--- src/rtl/cpu_cycle_sequencer.sv ---
// CPU cycle sequencer: phase strobes, per-instruction cycle counter, IR load and BRK injection.
// Define CPU_INT_INJECT_EN to enable NMI/IRQ capture and injection; RESET injection is always present.
module cpu_cycle_sequencer #(
    parameter int unsigned CLK_DIV   = 12,
    parameter int unsigned MAX_CYCLE = 7
) (
    input  logic       sys_clock,
    input  logic       rst,
    input  logic [7:0] data_in,
    input  logic       last_cycle,
    input  logic       rdy,
    input  logic       nmi_n,
    input  logic       irq_n,
    input  logic       i_flag,
    output logic       clk_ph1,
    output logic       clk_ph2,
    output logic [2:0] cycle,
    output logic [7:0] IR,
    output logic [1:0] int_src,
    output logic       jam
);

    localparam int unsigned     DIV_W     = $clog2(CLK_DIV);
    localparam logic [DIV_W-1:0] PH1_AT   = DIV_W'(CLK_DIV / 2 - 1);
    localparam logic [DIV_W-1:0] PH2_AT   = DIV_W'(CLK_DIV - 1);
    localparam logic [2:0]      MAX_CYC   = 3'(MAX_CYCLE);
    localparam logic [7:0]      OP_BRK    = 8'h00;
    localparam logic [1:0]      SRC_NONE  = 2'b00;
    localparam logic [1:0]      SRC_RESET = 2'b11;

    logic [DIV_W-1:0] r_div_cnt;
    logic [DIV_W-1:0] w_div_nxt;
    logic             r_ph1;
    logic             r_ph2;

    logic [2:0] r_cycle;
    logic [7:0] r_ir;
    logic [1:0] r_int_src;
    logic       r_jam;
    logic [2:0] w_cycle_nxt;
    logic [7:0] w_ir_nxt;
    logic [1:0] w_int_src_nxt;
    logic       w_jam_nxt;

    // Sequencing advances only on the edge that ends a CPU cycle.
    logic w_seq_edge;
    assign w_seq_edge = r_ph2 & ~r_jam;

    assign w_div_nxt = (r_div_cnt == PH2_AT) ? '0 : r_div_cnt + 1'b1;

    always_ff @(posedge sys_clock or posedge rst) begin
        if (rst) begin
            r_div_cnt <= '0;
            r_ph1     <= 1'b0;
            r_ph2     <= 1'b0;
        end else begin
            r_div_cnt <= w_div_nxt;
            r_ph1     <= (w_div_nxt == PH1_AT);
            r_ph2     <= (w_div_nxt == PH2_AT);
        end
    end

`ifdef CPU_INT_INJECT_EN
    localparam logic [1:0] SRC_IRQ = 2'b01;
    localparam logic [1:0] SRC_NMI = 2'b10;

    logic r_nmi_sync;
    logic r_nmi_pend;
    logic w_nmi_sync_nxt;
    logic w_nmi_pend_nxt;
    logic w_nmi_take;

    always_comb begin
        w_nmi_sync_nxt = r_nmi_sync;
        w_nmi_pend_nxt = r_nmi_pend;
        if (w_seq_edge) begin
            w_nmi_sync_nxt = nmi_n;
            if (w_nmi_take) begin
                w_nmi_pend_nxt = 1'b0;
            end
            // A fresh falling edge on the consuming load must not be lost.
            if (r_nmi_sync && !nmi_n) begin
                w_nmi_pend_nxt = 1'b1;
            end
        end
    end

    always_ff @(posedge sys_clock or posedge rst) begin
        if (rst) begin
            r_nmi_sync <= 1'b1;
            r_nmi_pend <= 1'b0;
        end else begin
            r_nmi_sync <= w_nmi_sync_nxt;
            r_nmi_pend <= w_nmi_pend_nxt;
        end
    end
`else
    logic w_unused_int;
    assign w_unused_int = ^{nmi_n, irq_n, i_flag};
`endif

    always_comb begin
        w_cycle_nxt   = r_cycle;
        w_ir_nxt      = r_ir;
        w_int_src_nxt = r_int_src;
        w_jam_nxt     = r_jam;
`ifdef CPU_INT_INJECT_EN
        w_nmi_take    = 1'b0;
`endif
        if (w_seq_edge && rdy) begin
            if (last_cycle) begin
                w_cycle_nxt = '0;
`ifdef CPU_INT_INJECT_EN
                if (r_nmi_pend) begin
                    w_nmi_take    = 1'b1;
                    w_ir_nxt      = OP_BRK;
                    w_int_src_nxt = SRC_NMI;
                end else if (!irq_n && !i_flag) begin
                    w_ir_nxt      = OP_BRK;
                    w_int_src_nxt = SRC_IRQ;
                end else begin
                    w_ir_nxt      = data_in;
                    w_int_src_nxt = SRC_NONE;
                end
`else
                w_ir_nxt      = data_in;
                w_int_src_nxt = SRC_NONE;
`endif
            end else if (r_cycle < MAX_CYC) begin
                w_cycle_nxt = r_cycle + 3'd1;
            end else begin
                w_jam_nxt = 1'b1;
            end
        end
    end

    always_ff @(posedge sys_clock or posedge rst) begin
        if (rst) begin
            r_cycle   <= '0;
            r_ir      <= OP_BRK;
            r_int_src <= SRC_RESET;
            r_jam     <= 1'b0;
        end else begin
            r_cycle   <= w_cycle_nxt;
            r_ir      <= w_ir_nxt;
            r_int_src <= w_int_src_nxt;
            r_jam     <= w_jam_nxt;
        end
    end

    assign clk_ph1 = r_ph1;
    assign clk_ph2 = r_ph2;
    assign cycle   = r_cycle;
    assign IR      = r_ir;
    assign int_src = r_int_src;
    assign jam     = r_jam;

endmodule

--- config.mk ---
export PLATFORM = sky130hd
export DESIGN_NAME = cpu_cycle_sequencer
export DESIGN_NICKNAME = d
export VERILOG_FILES = /design/src/rtl/cpu_cycle_sequencer.sv
export SDC_FILE = /design/constraint.sdc
export NUM_CORES = 1
export LEC_CHECK = 0
export CAP_MARGIN = 40
export CORE_ASPECT_RATIO = 1.2
export CORE_MARGIN = 4
export CORE_UTILIZATION = 49
export CTS_BUF_LIST = sky130_fd_sc_hd__clkbuf_8
export DETAILED_ROUTE_END_ITERATION = 10
export PLACE_DENSITY = 0.95
export SLEW_MARGIN = 10
export SYNTH_ARGS = -nofsm -noshare
export SYNTH_HDL_FRONTEND = slang
export SYNTH_SLANG_ARGS = --single-unit
--- constraint.sdc ---
create_clock -name sys_clock -period 1.89 [get_ports sys_clock]
set_input_delay 0.4725 -clock sys_clock [delete_from_list [all_inputs] [get_ports sys_clock]]
set_output_delay 0.4725 -clock sys_clock [all_outputs]
set_load 0.02 [all_outputs]
==> results.json <==
{
  "status": "finished clean",
  "rsz0062_at_grt": "false",
  "period_needed_ns": 1.79,
  "startpoint_type": "flop",
  "finalClockSkew_ns": 0.000716,
  "path_buf_inv": 1,
  "drcViolationCount": 0,
  "grt_use_met2_pct": 32.1,
  "fin_nets": 119,
  "timing.hold.ws_ns": 0.431,
  "firstDrtPassIters": 4,
  "worstPathRequired_ns": 1.42,
  "io_pins": 31,
  "root_buffer": "clkbuf_8",
  "synth.avg_cell_area_um2": 13.0,
  "drv_cap": 0,
  "drv_slew": 0,
  "pwr-share-comb_pct": 20.5,
  "finalSetupViolCount": 0,
  "cts.clk_slew.worst_paths_ns": 0.06,
  "syn_nets": 85,
  "yosysUniqueCellTypes": 25,
  "p_sw_mw": 0.226,
  "antenna_found_initial": 0,
  "dp_hpwl_um": 1560,
  "yosys-top-cells-area": "dfrtp_1 (52%), mux2_4 (14%), ha_1 (5.8%)",
  "fin_crit_sh_pct": 94.5,
  "clk_latency_ns": 0.25,
  "max_freq_mhz": 560,
  "critPathMaxStageDelay_ns": 0.63,
  "yosysMostFrequentCell": "dfrtp_1",
  "area_growth_pct": 42.3,
  "synth_top_cell_area_share_pct": 52.5,
  "num_vias": 620,
  "clkPwrFrac_pct": 28.8,
  "postSynth.asyncResetShare_pct": 100,
  "die_h_um": 53.8,
  "vias_per_cell": 5.30,
  "worstMarginPinSlew_ns": 0.247,
  "netlist_instances": 66,
  "grt_max_degree": 15,
  "power_switching_share_pct": 24.8,
  "dieArea_um2": 2490,
  "cts_tree": "done",
  "core_area_um2": 1640,
  "post-place-ws_ns": -0.0421,
  "grt_remaining_overflow": 0,
  "crit_type": "reg -> out",
  "synth_area_um2": 858,
  "grt_pass1_vias": 695,
  "diodes": 0,
  "worstPathMaxFanout": 5,
  "p_leak_nw": 0.627,
  "vdd_drop_max_mv": 0.512,
  "min_path_type": "in -> async",
  "crit_path_end_kind": "output pin",
  "ys.flop_type": "dfrtp_1",
  "routabilityCongestion": 0.774,
  "synth_top_area_cell": "dfrtp_1",
  "cts.sinks": 19,
  "rows": 16,
  "setup_slack_ns": 0.105,
  "grt_pass1_wl_um": 3110,
  "ant_nets": 0,
  "first_iter_violations": 6,
  "die-width_um": 46.2,
  "finalSetupTns_ns": 0,
  "wirelength_um": 1890,
  "wl_per_cell_um": 16.2,
  "relSlewSlack_pct": 83.4,
  "grt_use_met3_pct": 4.35,
  "gr-max-usage-layer": "met2",
  "clockBufferDepth": 2,
  "synth-edff-count": 0,
  "hold_viol_final": 0,
  "grt_usage_pct": 18.1,
  "cts_inserted_buffers": 3,
  "cp_slowest_cell": "clkdlybuf4s50_1",
  "port_buffers": 27,
  "seqPwrFrac_pct": 50.7,
  "htree_levels": 1,
  "p_int_mw": 0.685,
  "critPathTopFamily": "buffers and inverters",
  "synth-seq-cells": 19,
  "final_cells": 117,
  "initial_core_util_pct": 52.3,
  "synth_seq_area_share_pct": 55.5,
  "synth_common_cells": "dfrtp_1 (18), mux2_4 (8), inv_1 (5)",
  "met1_usage_pct": 19.4,
  "path_cells": "clkdlybuf4s50_1",
  "drive_gt1_share_pct": 21.2,
  "yosys_warnings": 0,
  "post-cts-setup-buffers": 0,
  "p_per_area_nw_per_um2": 746,
  "cp.arrival_ns": 1.31,
  "placedCellCount": 113
}
==> kinds of logic after synthesis <==
group | share of synthesized area (%)
AO/OA/AOI/OAI | 5.54
adder cells (fa/ha/maj) | 5.83
buffers and inverters | 4.81
flip-flops | 55.5
multiplexers | 14.0
AND/OR/NAND/NOR | 14.3
==> metal layers <==
metal  vias to the layer above  share of wire, %
li1                        293                 -
met4                         0               2.5
met5                         -                 0
met3                         6               5.1
met1                       304                35
met2                        17                57
==> power by group through the flow <==
stage               clock (mW)  sequential (mW)  combinational, mW
global route             0.289            0.466              0.200
CTS                      0.269            0.462              0.189
global placement             0            0.464              0.182
finish                   0.262            0.462              0.187
floorplan                    0            0.502             0.0489
detailed placement           0            0.469              0.188
==> worst paths after layout <==
| check | from | end | cells after the start | slack [ns] |
|---|---|---|---|---|
| worst min register to register | r_div_cnt[0]$_DFF_PP0_ | r_div_cnt[0]$_DFF_PP0_ | 1 | 0.49 |
| worst max-delay path | cycle[0]$_DFFE_PP0P_ | cycle[0] | 1 | 0.10 |
| worst min-delay path | rst | IR[0]$_DFFE_PP0P_ | 2 | 0.43 |
| min in group sys_clock | r_div_cnt[0]$_DFF_PP0_ | r_div_cnt[0]$_DFF_PP0_ | 1 | 0.49 |
| max in group asynchronous | rst | jam$_DFFE_PP0P_ | 3 | 1.02 |
| worst max register to register | jam$_DFFE_PP0P_ | IR[2]$_DFFE_PP0P_ | 4 | 0.51 |
==> layout by cell type (no fill, tap or decap) <==
cell             count
a21oi_1              1
a31o_2               1
and4_1               1
o21ai_1              1
buf_4                3
dfrtp_1             18
dfstp_2              1
mux2_4               8
a31oi_1              1
nor2_1               3
nand2_1              4
nand2b_1             2
or2_1                1
dlygate4sd2_1        1
or4b_1               1
o21ai_0              3
dlymetal6s2s_1       1
nand3b_4             1
inv_2                1
buf_12               1
and2_2               1
or2_2                1
nand3_1              3
and4b_1              1
clkdlybuf4s50_1     25
clkbuf_8             3
inv_1                6
a211oi_1             1
ha_1                 4
==> area by class of cell <==
class                           instances  area [um2]
Clock buffer                            3        41.3
Clock inverter                          1        3.75
Fill cell                             119         420
Inverter                                6        22.5
Multi-Input combinational cell         39         340
Sequential cell                        19         477
Tap cell                               18        22.5
Timing Repair Buffer                   31         314
==> sequential cells by signal (all words and copies together), names as in the netlist <==
name / cells
IR: 8
clk_ph1: 1
clk_ph2: 1
cycle: 3
int_src: 1
jam: 1
r_div_cnt: 4
==> per-stage QoR <==
stage	power, mW	util (%)	area, um2
after floorplan	0.551	-	858
after global placement	0.646	71.6	1170
after detailed placement	0.658	71.6	1170
after CTS	0.921	74.2	1220
after global routing	0.956	74.4	1220
final	0.912	74.4	1220
==> repair_timing <==
item,4_1_cts,5_1_grt
resized for setup,1,1
setup endpoints to repair,1,1
hold buffers,0,0
(Power assumes the default switching activity.)
